## config.mk

```make
export PLATFORM = sky130hd
export DESIGN_NAME = return_stack
export DESIGN_NICKNAME = d
export VERILOG_FILES = /design/src/rtl/return_stack.sv
export SDC_FILE = /design/constraint.sdc
export NUM_CORES = 1
export LEC_CHECK = 0
export ABC_CLOCK_PERIOD_IN_PS = 3800
export BUFFER_PORTS_ARGS = -buffer_cell sky130_fd_sc_hd__buf_2
export CAP_MARGIN = 20
export CORE_MARGIN = 4
export CORE_UTILIZATION = 40
export CTS_BUF_LIST = sky130_fd_sc_hd__clkbuf_2 sky130_fd_sc_hd__clkbuf_4 sky130_fd_sc_hd__clkbuf_8
export DETAILED_ROUTE_END_ITERATION = 8
export PLACE_DENSITY = 0.62
export SLEW_MARGIN = 20
export SYNTH_ARGS = -nofsm -noshare
export SYNTH_HDL_FRONTEND = slang
export SYNTH_SLANG_ARGS = --single-unit
```

## constraint.sdc

```tcl
create_clock -name clk -period 3.8 [get_ports clk]
set_clock_uncertainty 0.1 [all_clocks]
set_input_delay 0.19 -clock clk [delete_from_list [all_inputs] [get_ports clk]]
set_output_delay 0.19 -clock clk [all_outputs]
set_load 0.05 [all_outputs]
```

## src/rtl/return_stack.sv

```systemverilog
// ---------------------------------------------------------------------------
// return_stack
//
// Hardware return-address stack that sits directly upstream of the program
// counter. A CALL pushes the return address. A RET pops it and presents it to
// the PC together with a one-cycle load strobe. All state changes on the
// falling clock edge, in step with the PC.
//
// Parameters
//   DEPTH  number of return-address entries (power of two, >= 2)
//   AW     address width (matches the PC width)
//
// Ports
//   clk        system clock; state updates on the falling edge
//   rst        asynchronous reset, active low
//   push       CALL request
//   pop        RET request
//   flush      synchronous clear of all entries (error flags kept)
//   clr_err    synchronous clear of the sticky error flags
//   push_addr  return address to store (already CALL site + 1)
//   ret_addr   popped return address, to the PC data input
//   ret_pop    one-cycle strobe, to the PC STACK_POP input
//   ret_wr     one-cycle write-enable, to the PC w input (same as ret_pop)
//   count      number of valid entries
//   empty      count == 0
//   full       count == DEPTH
//   overflow   sticky: a push was rejected because the stack was full
//   underflow  sticky: a pop was rejected because the stack was empty
// ---------------------------------------------------------------------------
module return_stack #(
    parameter int DEPTH = 16,
    parameter int AW    = 16
) (
    input  logic                       clk,
    input  logic                       rst,
    input  logic                       push,
    input  logic                       pop,
    input  logic                       flush,
    input  logic                       clr_err,
    input  logic [AW-1:0]              push_addr,
    output logic [AW-1:0]              ret_addr,
    output logic                       ret_pop,
    output logic                       ret_wr,
    output logic [$clog2(DEPTH+1)-1:0] count,
    output logic                       empty,
    output logic                       full,
    output logic                       overflow,
    output logic                       underflow
);

    localparam int CW = $clog2(DEPTH + 1);
    localparam int PW = $clog2(DEPTH);

    logic [AW-1:0] mem [DEPTH];

    logic [PW-1:0] top_idx;   // entry at sp-1 (only meaningful when count > 0)
    logic [PW-1:0] wr_idx;    // free slot at sp (only meaningful when not full)
    logic          mem_we;
    logic [PW-1:0] mem_widx;

    assign empty   = (count == '0);
    assign full    = (count == CW'(DEPTH));
    assign top_idx = PW'(count - CW'(1));
    assign wr_idx  = PW'(count);

    // The PC takes the same strobe as both its pop and write-enable inputs.
    assign ret_wr = ret_pop;

    // A simultaneous push+pop on a non-empty stack replaces the top entry in
    // place; on an empty stack it degenerates to an ordinary push into slot 0,
    // which is wr_idx at that point.
    always_comb begin
        mem_we   = 1'b0;
        mem_widx = wr_idx;
        if (!flush && push) begin
            if (pop && !empty) begin
                mem_we   = 1'b1;
                mem_widx = top_idx;
            end else if (pop || !full) begin
                mem_we   = 1'b1;
                mem_widx = wr_idx;
            end
        end
    end

    // Entry storage carries no reset; contents are don't-care until written.
    always_ff @(negedge clk) begin
        if (mem_we) begin
            mem[mem_widx] <= push_addr;
        end
    end

    always_ff @(negedge clk or negedge rst) begin
        if (!rst) begin
            count     <= '0;
            ret_addr  <= '0;
            ret_pop   <= 1'b0;
            overflow  <= 1'b0;
            underflow <= 1'b0;
        end else begin
            ret_pop <= 1'b0;

            // Clear first so that an error raised on the same edge wins.
            if (clr_err) begin
                overflow  <= 1'b0;
                underflow <= 1'b0;
            end

            if (flush) begin
                count <= '0;
            end else if (push && pop) begin
                if (!empty) begin
                    ret_addr <= mem[top_idx];
                    ret_pop  <= 1'b1;
                end else begin
                    underflow <= 1'b1;
                    count     <= CW'(1);
                end
            end else if (pop) begin
                if (!empty) begin
                    ret_addr <= mem[top_idx];
                    ret_pop  <= 1'b1;
                    count    <= count - CW'(1);
                end else begin
                    underflow <= 1'b1;
                end
            end else if (push) begin
                if (!full) begin
                    count <= count + CW'(1);
                end else begin
                    overflow <= 1'b1;
                end
            end
        end
    end

endmodule

```

## Yosys cells after proc, flatten, opt, wreduce, memory -nomap -nowiden

Memories as Yosys holds them, arrays and structs flattened.
Index checks and enable logic that the tools add are counted.

| word-level totals | value |
|---|---|
| bits in registers | 24 |
| memory bits (writable) | 256 |
| output and inout port bits | 27 |
| word-level logic and storage cells | 57 |
| memories kept | 1 |

| cells by class | value |
|---|---|
| add/sub/neg operators | 2 |
| eq/ne operators | 4 |
| muxes and demuxes | 32 |
| bitwise operators | 1 |
| reductions and logical operators | 12 |

Memories:

| memory | words | bits a word | read ports | clocked after memory_dff | wr ports | line | source |
|---|---|---|---|---|---|---|---|
| mem | 16 | 16 | 1 | 0 | 1 | 54 | `logic [AW-1:0] mem [DEPTH];` |

Operators by type and width:

| kind | count |
|---|---|
| $mux W16 | 3 |
| $mux W5 | 7 |
| $mux W1 | 20 |
| $mux W4 | 2 |
| $ne A4 B3 Y1 const B | 2 |
| $add A5 B1 Y5 const B | 1 |
| $eq A5 B5 Y1 const B | 1 |
| $logic_not A5 Y1 | 1 |
| $sub A5 B1 Y5 const B | 1 |
| $reduce_and A4 Y1 | 1 |
| $reduce_bool A4 Y1 | 1 |
| $logic_and A1 B1 Y1 | 3 |
| $logic_not A1 Y1 | 3 |
| $ne A3 B3 Y1 const B | 1 |
| $reduce_and A2 Y1 | 1 |
| $reduce_bool A2 Y1 | 1 |
| $logic_or A1 B1 Y1 | 1 |
| $not A1 Y1 | 1 |

## Depth between registers and ports, before layout

| logic depth | value |
|---|---|
| word-level depth | 8 |
| depth in mapped cells | 12 |
| depth with buffers taken out | 8 |

==> results by group <==
Detailed routing
  – Initial DRC Count: between 400 and 500
  – Top Metal Used: met4
  – DRT Wirelength: roughly 25 mm
  – WL/cell: 19.9 um
  – Routed via count: between 6000 and 7000
  – Drt pass-1 iters: 5
  – Residual DRC count: 0
  – Via density per instance: between 5 and 6
  – Wire length on met2: 12.3 mm
  – M1 WL: 11.1 mm
  – Routed Antenna Nets: 0
  – WL met3: 1.58 mm

Job
  – Max-cap viol count: 0

Synth
  – Adder-Cell Fraction of Synth Area: 0.340%
  – Syn Area/Cell: 20.8 sq um
  – Syn nets: 556
  – Post-Synth XOR/XNOR Area: 0.317%
  – Yosys reg bits: 280
  – Distinct cell type count after synthesis: 47
  – Combinational family with the most area after synthesis: multiplexers
  – Synth Area in Simple Gates: around 2.5%
  – Mux contribution to synthesized area: 16.1%
  – Syn Inst Count: ~530
  – Post-synthesis cell area: 11000 sq um
  – Seq/Total Area, Yosys: 75.0%
  – Synth Area in Compound Gates: about 4%
  – Yosys warnings: 0

Outcome
  – Failing checks: setup timing
  – Outcome: complete, but fails checks

Floorplan
  – Initial Util: 40.9%
  – Die height: 174 um
  – Die W: 174 um
  – # rows: 60
  – I/O pin count: 49
  – Full die area: ~30000 sq um
  – Core box area: 27000 sq um

Place
  – Post-DP HPWL: 15.5 mm
  – Pre-CTS setup slack: -419 ps
  – Gpl congestion: approximately 0.77
  – Port Buffers: 48

Timing
  – Setup WS post-layout: -214 ps
  – Final hold violations: 0
  – Max Transition Viols Final: 0
  – Setup violators final: 2
  – Max-slew headroom: 47.9%
  – RSZ-0062 raised after global routing: true
  – Worst Hold Slack: between 300 and 400 ps
  – Slew @ Worst Pin: 781 ps

Cells and area
  – Fillcell total: roughly 2200
  – Most frequent cells in the layout: 269 x inv_1, 256 x edfxtp_1, 64 x mux4_2
  – Layout cells sized above 1: 28.7%
  – ANT cells: 0
  – Fin nets: a little over 900
  – Area delta synth->final: 27.9%
  – Commonest non-fill, non-tap cell in the layout: inv_1

CTS
  – Hold-fix buffers, CTS: 0
  – Max Buffers Root-to-Sink: 3
  – Clock insertion delay at the later pin of the skew report: 580 ps
  – Reg clk slew, reported paths: roughly 50 ps
  – # H-tree levels: 2
  – Cts bufs inserted: 47
  – TritonCTS clock tree: built
  – Num Clock Sinks: 280
  – Clock root buffer: clkbuf_8

Worst setup path
  – WP data required: 3510 ps
  – CP Launch Type: register
  – Critical path endpoint category: output pin
  – Kind of critical path: register to output pin
  – Worst EP arrival: 3720 ps
  – CP max FO: 2

Pwr
  – Peak supply drop: 0.523 mV
  – Pleak: about 6 nW
  – PD cells: around 800 nW/um^2

Global route
  – Global-route wire length before repair: 38.4 mm
  – Vias in the first global route: 7139
  – Total GRT Usage: 16.8%
  – Largest net degree at the start of global routing: 43
  – Overflow after GRT: 0
  – Initial antenna violation count: 0

Worst hold path
  – Worst hold path class: register to register
[path summary, 6_finish.rpt]
path	startpoint	to	slack [ps]	depth (start not counted)
max in group asynchronous	rst	ret_addr[8]	1770	1
worst min register to register	ret_addr[1]	ret_addr[1]	320	1
worst max register to register	count[0]	mem[8][6]	570	7
min in group asynchronous	rst	count[3]	1380	1
worst max-delay path	count[0]	empty	-210	5
worst min-delay path	ret_addr[1]	ret_addr[1]	320	1
[repair_timing]
action	CTS	global route
setup buffers	5	1
setup endpoints to repair	2	2
pin swaps	2	0
gates resized for setup	8	0
[registers in the layout, summed over array words and instances, names as in the netlist]
register,flops
ret_addr,16
ret_pop,1
count,5
underflow,1
mem,256
overflow,1
[critical path, cell delays in order (launching register included)]
cell and delay, ps:
dfrtn_1 400, inv_8 80, ha_4 120, or4b_4 510
clkinv_8 70, buf_12 120
[Yosys cell counts, drive strengths merged]
cell	instances	area share (%)
nor2	20	0.68
dfrtn	24	5.4
nand2	12	0.54
or4b	1	0.12
buf	21	1.2
a21oi	3	0.14
mux2	1	0.10
nand2b	4	0.25
o2bb2ai	1	0.079
a21o	17	1.2
and3b	1	0.079
o22ai	18	1.0
nor3b	3	0.25
xnor2	3	0.24
a31oi	5	0.34
clkinv	1	0.045
o31ai	4	0.41
o21ai	4	0.22
or3b	1	0.079
and3	1	0.057
a211oi	3	0.32
a311o	1	0.091
mux4	64	13
mux2i	32	2.9
nor2b	3	0.17
or2	1	0.079
a22o	1	0.079
inv	7	0.26
nand3	1	0.045
clkbuf	8	0.27
ha	3	0.34
and2	1	0.057
edfxtp	256	70
nor3	3	0.14
xor2	1	0.079
a311oi	1	0.079
[cells by family (layout without fill, tap and decap cells)]
group | after synthesis | in the layout
xor+xnor | 4 | 4
mux | 97 | 97
fa+ha+maj | 3 | 3
compound gates | 58 | 58
simple gates | 52 | 52
buf+inv | 37 | 439
flops | 280 | 280
[through the flow]
stage          total power [mW]  instance area (sq um)  setup TNS, ps  instances  util (%)
5_1_grt                    12.3                  14100           -470       1274      52.3
2_1_floorplan              7.06                  11300         -15080        531         -
3_3_place_gp               8.18                  12200         -88300        927      45.0
6_report                   11.5                  14100           -382       1274      52.3
3_5_place_dp               8.22                  12200         -94040        927      45.0
4_1_cts                    11.7                  14100           -425       1273      52.2
[power breakdown]
| group | internal (mW) | switching [mW] |
|---|---|---|
| registers | 3.66 | 0.0938 |
| logic | 1.68 | 2.44 |
| clock network | 1.75 | 1.86 |
| total | 7.09 | 4.39 |
[final cells by class]
type                       instances  area (sq um)  area share [%]
clock buffer                      52           703            4.98
clock inverter                   290          1180            8.33
inverter                           7          48.8           0.346
multi-input combinational        214          2760            19.6
sequential                       280          8290            58.7
tap                              341           427            3.02
timing repair buffer              90           718            5.09
[per-layer routing]
metal  vias up  GRT usage (%)
li1       2939              -
met1      3229           21.9
met2       215           25.7
met3        41           5.87
met4         0           7.16
met5         -              0
Power figures use the tool's default switching activity.
